## src/rtl/switch_event_detector.sv

```systemverilog
// Synchronizes raw switch levels, emits registered edge/change pulses and
// tracks events through a pending/acknowledge handshake with a saturating counter.
module switch_event_detector #(
  parameter int WIDTH       = 3,
  parameter int SYNC_STAGES = 2,
  parameter int CNT_WIDTH   = 8
) (
  input  logic                 i_clock,
  input  logic                 i_reset,
  input  logic [WIDTH-1:0]     i_switch_in,
  input  logic                 i_ack,
  output logic [WIDTH-1:0]     o_switch_sync,
  output logic [WIDTH-1:0]     o_posedge_pulse,
  output logic [WIDTH-1:0]     o_negedge_pulse,
  output logic [WIDTH-1:0]     o_change_pulse,
  output logic                 o_any_event,
  output logic                 o_event_pending,
  output logic [CNT_WIDTH-1:0] o_event_count,
  output logic                 o_missed_event
);

  typedef enum logic {IDLE = 1'b0, PENDING = 1'b1} state_t;

  logic [SYNC_STAGES-1:0][WIDTH-1:0] r_sync_p0;
  logic [WIDTH-1:0]                  r_prev_p1;
  logic [WIDTH-1:0]                  r_pos_p2;
  logic [WIDTH-1:0]                  r_neg_p2;
  logic [WIDTH-1:0]                  r_chg_p2;
  logic [WIDTH-1:0]                  w_sync;
  logic                              w_any;
  state_t                            r_state;
  state_t                            w_next_state;
  logic                              w_set_missed;
  logic [CNT_WIDTH-1:0]              r_count;
  logic                              r_missed;

  function automatic logic [CNT_WIDTH-1:0] sat_inc(input logic [CNT_WIDTH-1:0] v);
    return (&v) ? v : v + {{(CNT_WIDTH-1){1'b0}}, 1'b1};
  endfunction

  assign w_sync = r_sync_p0[SYNC_STAGES-1];
  assign w_any  = |r_chg_p2;

  // Stage p0: synchronizer chain, element 0 samples the raw input
  always_ff @(posedge i_clock or posedge i_reset) begin
    if (i_reset) begin
      r_sync_p0 <= '0;
    end else begin
      r_sync_p0 <= {r_sync_p0[SYNC_STAGES-2:0], i_switch_in};
    end
  end

  // Stage p1/p2: previous level and registered edge pulses
  always_ff @(posedge i_clock or posedge i_reset) begin
    if (i_reset) begin
      r_prev_p1 <= '0;
      r_pos_p2  <= '0;
      r_neg_p2  <= '0;
      r_chg_p2  <= '0;
    end else begin
      r_prev_p1 <= w_sync;
      r_pos_p2  <= w_sync & ~r_prev_p1;
      r_neg_p2  <= ~w_sync & r_prev_p1;
      r_chg_p2  <= w_sync ^ r_prev_p1;
    end
  end

  // A new event together with ack replaces the acknowledged one, so it is not a miss
  always_comb begin
    w_next_state = r_state;
    w_set_missed = 1'b0;
    case (r_state)
      IDLE: begin
        if (w_any) w_next_state = PENDING;
      end
      PENDING: begin
        if (w_any && !i_ack)      w_set_missed = 1'b1;
        else if (!w_any && i_ack) w_next_state = IDLE;
      end
      default: w_next_state = IDLE;
    endcase
  end

  always_ff @(posedge i_clock or posedge i_reset) begin
    if (i_reset) begin
      r_state  <= IDLE;
      r_count  <= '0;
      r_missed <= 1'b0;
    end else begin
      r_state <= w_next_state;
      if (w_any)        r_count  <= sat_inc(r_count);
      if (w_set_missed) r_missed <= 1'b1;
    end
  end

  assign o_switch_sync   = w_sync;
  assign o_posedge_pulse = r_pos_p2;
  assign o_negedge_pulse = r_neg_p2;
  assign o_change_pulse  = r_chg_p2;
  assign o_any_event     = w_any;
  assign o_event_pending = (r_state == PENDING);
  assign o_event_count   = r_count;
  assign o_missed_event  = r_missed;

endmodule

```

## config.mk

```make
export PLATFORM = sky130hd
export DESIGN_NAME = switch_event_detector
export DESIGN_NICKNAME = d
export VERILOG_FILES = /design/src/rtl/switch_event_detector.sv
export SDC_FILE = /design/constraint.sdc
export NUM_CORES = 1
export LEC_CHECK = 0
export ABC_AREA = 1
export CAP_MARGIN = 20
export CELL_PAD_IN_SITES_DETAIL_PLACEMENT = 0
export CELL_PAD_IN_SITES_GLOBAL_PLACEMENT = 1
export CORE_AREA = 2 2 54 56
export CTS_CLUSTER_DIAMETER = 60
export DETAILED_ROUTE_END_ITERATION = 10
export DIE_AREA = 0 0 56 58
export DONT_BUFFER_PORTS = 1
export PLACE_DENSITY_LB_ADDON = 0.1
export SETUP_SLACK_MARGIN = 0.15
export SLEW_MARGIN = 20
export SYNTH_ARGS = -nofsm -noshare
export SYNTH_HDL_FRONTEND = slang
export SYNTH_SLANG_ARGS = --single-unit
```

## constraint.sdc

```tcl
create_clock -name i_clock -period 4 [get_ports i_clock]
set_clock_uncertainty 0.15 [all_clocks]
set_input_delay 0.6 -clock i_clock [delete_from_list [all_inputs] [get_ports i_clock]]
set_output_delay 0.6 -clock i_clock [all_outputs]
set_load 0.05 [all_outputs]
```

; ---- Yosys cells after proc, flatten, opt, wreduce, memory -nomap -nowiden
; Index checks and enable logic that the tools add are counted.
[word_totals]
out_inout_bits = 23
word_cells = 30
latch_bits = 0
regBits = 28
input_bits = 6
mem_bits_rw = 0
romBits = 0
n_memories = 0
[op_classes]
shift = 0
bitwise_logic = 7
n_reduce_logical = 7
eq_ne = 0
addsub = 1
div_mod_pow = 0
muxes = 6
n_mul = 0
n_lt_le_gt_ge = 0
[op_table]
columns = op, count
row1 = $add 8x1->8 const B, 1
row2 = $reduce_and 8->1, 1
row3 = $and 3x3->3, 2
row4 = $not 3->3, 2
row5 = $mux 1, 5
row6 = $reduce_or 3->1, 1
row7 = $xor 3x3->3, 1
row8 = $logic_and 1x1->1, 2
row9 = $logic_not 1->1, 2
row10 = $not 1->1, 2
row11 = $pmux 1 s2, 1
row12 = $reduce_and 2->1, 1

; ---- Logic depth before layout (Yosys ltp)
[logic_depth]
depth_word = 6
ltp_mapped = 8

; ---- Least setup slack after synthesis
; OpenSTA, ideal clock, no wires.
[synth_timing]
path_type = register -> output
from = register r_chg_p2[1] (netlist: o_change_pulse[1])
to = output o_any_event
slack_ns = 2.065
t_required_ns = 3.250
stages_incl_launch_ff = 3
arrival_time_ns = 1.185
cell_sequence = dfrtp_1 nor2_1 nand2_1
[synth_via]
elab_chain_len = 1
[synth_lines]
columns = element, line_no
row1 = start: declaration, 28  ; logic [WIDTH-1:0] r_chg_p2;
row2 = start signal: assignment, 64  ; r_chg_p2 <= w_sync ^ r_prev_p1;
row3 = $reduce_or 3->1, 42  ; assign w_any = |r_chg_p2;
row4 = end: declaration, 16  ; output logic o_any_event,
; Every way passes these cells.

; ---- Final worst setup path
; Ends and elaborated chain as after synthesis.

==> impl_metrics.env <==
export IMPL_die_x_um=56
export IMPL_path_class="reg -> out"
export IMPL_grt_usage=0.127
export IMPL_period_needed_ns=2.37
export IMPL_r2r_cells=5
export IMPL_syn_inst=111
export IMPL_antenna_found_initial=0
export IMPL_max_cap_violations=0
export IMPL_nets=126
export IMPL_yosys_register_bits=28
export IMPL_wl_per_cell_um=12.0
export IMPL_status="finished, final reports clean"
export IMPL_die_height_um=58
export IMPL_cp_start_kind="flop"
export IMPL_antenna_left=0
export IMPL_reg2reg_from="o_change_pulse[1]$_DFF_PP0_"
export IMPL_core_area_um2=2660
export IMPL_start_util=0.423
export IMPL_fmax_mhz=422
export IMPL_leakagePower_uw=0.000625
export IMPL_io_buffers=0
export IMPL_ctsResizeCount=0
export IMPL_hold_path_class="in -> async"
export IMPL_totalWireLength_mm=1.71
export IMPL_drc_errors=0
export IMPL_max_slew_margin=0.543
export IMPL_cts_path_max_buffers=2
export IMPL_endpoint="o_any_event"
export IMPL_setup_viol=0
export IMPL_cp_arrival_ns=1.62
export IMPL_yosysWarnings=0
export IMPL_worstPathMaxFanout=7
export IMPL_cts_setup_buffers=0
export IMPL_powerDensity_nw_per_um2=655
export IMPL_clkTransAtPathRegs_ns=0.14
export IMPL_vias=671
export IMPL_grt_pass1_wl_mm=3.20
export IMPL_grt_pass1_vias=717
export IMPL_reg2reg_slack_ns=2.06
export IMPL_synth_area_per_cell_um2=10.1
export IMPL_drive_above_1_share=0.0893
export IMPL_drt_iter0_drc=21
export IMPL_fin_tns_setup_ns=0
export IMPL_antenna_cells=0
export IMPL_dp_final_hpwl_mm=1.28
export IMPL_cts_hold_buf=0
export IMPL_numCtsBuffers=3
export IMPL_report_final_slew_viol_count=0
export IMPL_netlist_area_um2=1130
export IMPL_end_kind="primary output"
export IMPL_crit_path_start="o_change_pulse[1]$_DFF_PP0_"
export IMPL_final_common_cell="nand2_1"
export IMPL_clock_sinks=28
export IMPL_grt_max_degree=29
export IMPL_required_ns=3.25
export IMPL_timing_final_hold_violations=0
export IMPL_peakVddDrop_mv=0.402
export IMPL_tritoncts="yes"
export IMPL_layout_common_cells="nand2_1 (33), dfrtp_1 (28), inv_1 (18)"
export IMPL_r2r_end="o_event_count[4]$_DFFE_PP0P_"
export IMPL_boundaryPins=29
export IMPL_rows=19
export IMPL_synth_seq_area_share=0.622
export IMPL_whs_ns=0.0483
export IMPL_grt_overflow=0
export IMPL_first_pass_iters=4
export IMPL_period_share=0.592
export IMPL_avgViaCountPerCell=4.69
export IMPL_cts_root_buf="clkbuf_4"
export IMPL_synth_net_count=124
export IMPL_routabilityCongestion=0.752
export IMPL_insertion_delay_ns=0.32
export IMPL_num_fill_cells=268
export IMPL_ctsHtreeMaxLevel=1
export IMPL_rsz0062_at_grt="false"
export IMPL_area_growth_pct=4.67
export IMPL_synth_distinct_cells=16
export IMPL_die_area_um2=3250
export IMPL_worstMarginPinSlew_ns=0.683
-- how the worst min path moves through the flow --
stage	start	endpoint	slack, ns	depth (start not counted)
after floorplan	r_sync_p0[0]$_DFF_PP0_	o_switch_sync[0]$_DFF_PP0_	0.18	0
after global placement	r_sync_p0[1]$_DFF_PP0_	o_switch_sync[1]$_DFF_PP0_	0.19	0
after detailed placement	r_sync_p0[1]$_DFF_PP0_	o_switch_sync[1]$_DFF_PP0_	0.19	0
after CTS	i_switch_in[1]	r_sync_p0[1]$_DFF_PP0_	0.12	0
after global routing	i_reset	r_sync_p0[2]$_DFF_PP0_	0.07	1
final	i_reset	r_prev_p1[2]$_DFF_PP0_	0.05	1
-- Yosys cell counts --
| master | instances | area [um2] |
|---|---|---|
| nor2_2 | 1 | 6.26 |
| xnor2_1 | 1 | 8.76 |
| nand2_1 | 33 | 124 |
| nand3b_1 | 1 | 7.51 |
| dfrtp_1 | 28 | 701 |
| buf_4 | 3 | 22.5 |
| nand3_1 | 4 | 20.0 |
| inv_1 | 19 | 71.3 |
| nor2_1 | 5 | 18.8 |
| inv_2 | 1 | 3.75 |
| o21ai_0 | 4 | 20.0 |
| nand2_2 | 1 | 6.26 |
| o21bai_1 | 1 | 7.51 |
| ha_1 | 7 | 87.6 |
| nand2_4 | 1 | 11.3 |
| nand3_2 | 1 | 10.0 |
-- where the power goes --
part | internal, uW | switching, uW
clock | 55.6 | 77.8
sequential | 324 | 202
combinational | 44.6 | 67.7
total | 424 | 347
-- layer usage --
metal	vias to the layer above	part of all wire	GRT usage
met1	325	0.43	0.165
met5	-	0	0
li1	328	-	-
met4	0	0.0088	0.0612
met2	16	0.49	0.195
met3	2	0.071	0.0379
-- stage by stage --
step | cells | power [uW] | setup slack [ns] | instance area, um2 | util
after CTS | 143 | 786 | 1.60 | 1180 | 0.443
after detailed placement | 139 | 650 | 1.98 | 1140 | 0.429
after floorplan | 111 | 617 | 2.07 | 1130 | -
final | 143 | 771 | 1.63 | 1180 | 0.443
after global placement | 139 | 647 | 1.98 | 1140 | 0.429
after global routing | 143 | 828 | 1.50 | 1180 | 0.443
-- layout make-up --
| class | instances | area [um2] | share of cell area |
|---|---|---|---|
| multi-input cells | 60 | 328 | 0.278 |
| well taps | 31 | 38.8 | 0.0329 |
| flip-flops and latches | 28 | 701 | 0.594 |
| inverters | 20 | 75.1 | 0.0637 |
| clock buffers | 4 | 36.3 | 0.0308 |
-- worst max-delay path, cell delays in order (launching register included) --
cell	delay, ns
dfrtp_1	0.66
nor2_1	0.11
nand2_1	0.53
-- sequential cells by signal, indices dropped and copies added, names as in the netlist --
signal	count
o_change_pulse	3
o_event_pending	1
r_prev_p1	3
o_negedge_pulse	3
r_sync_p0	3
o_event_count	8
o_posedge_pulse	3
o_switch_sync	3
o_missed_event	1
-- cell families after synthesis --
logic type      synth area share
compound gates            0.0244
xor+xnor                 0.00778
fa+ha+maj                 0.0778
buf+inv                   0.0867
flops                      0.622
simple gates               0.181
Note: power is estimated with default switching activity, not from simulation.
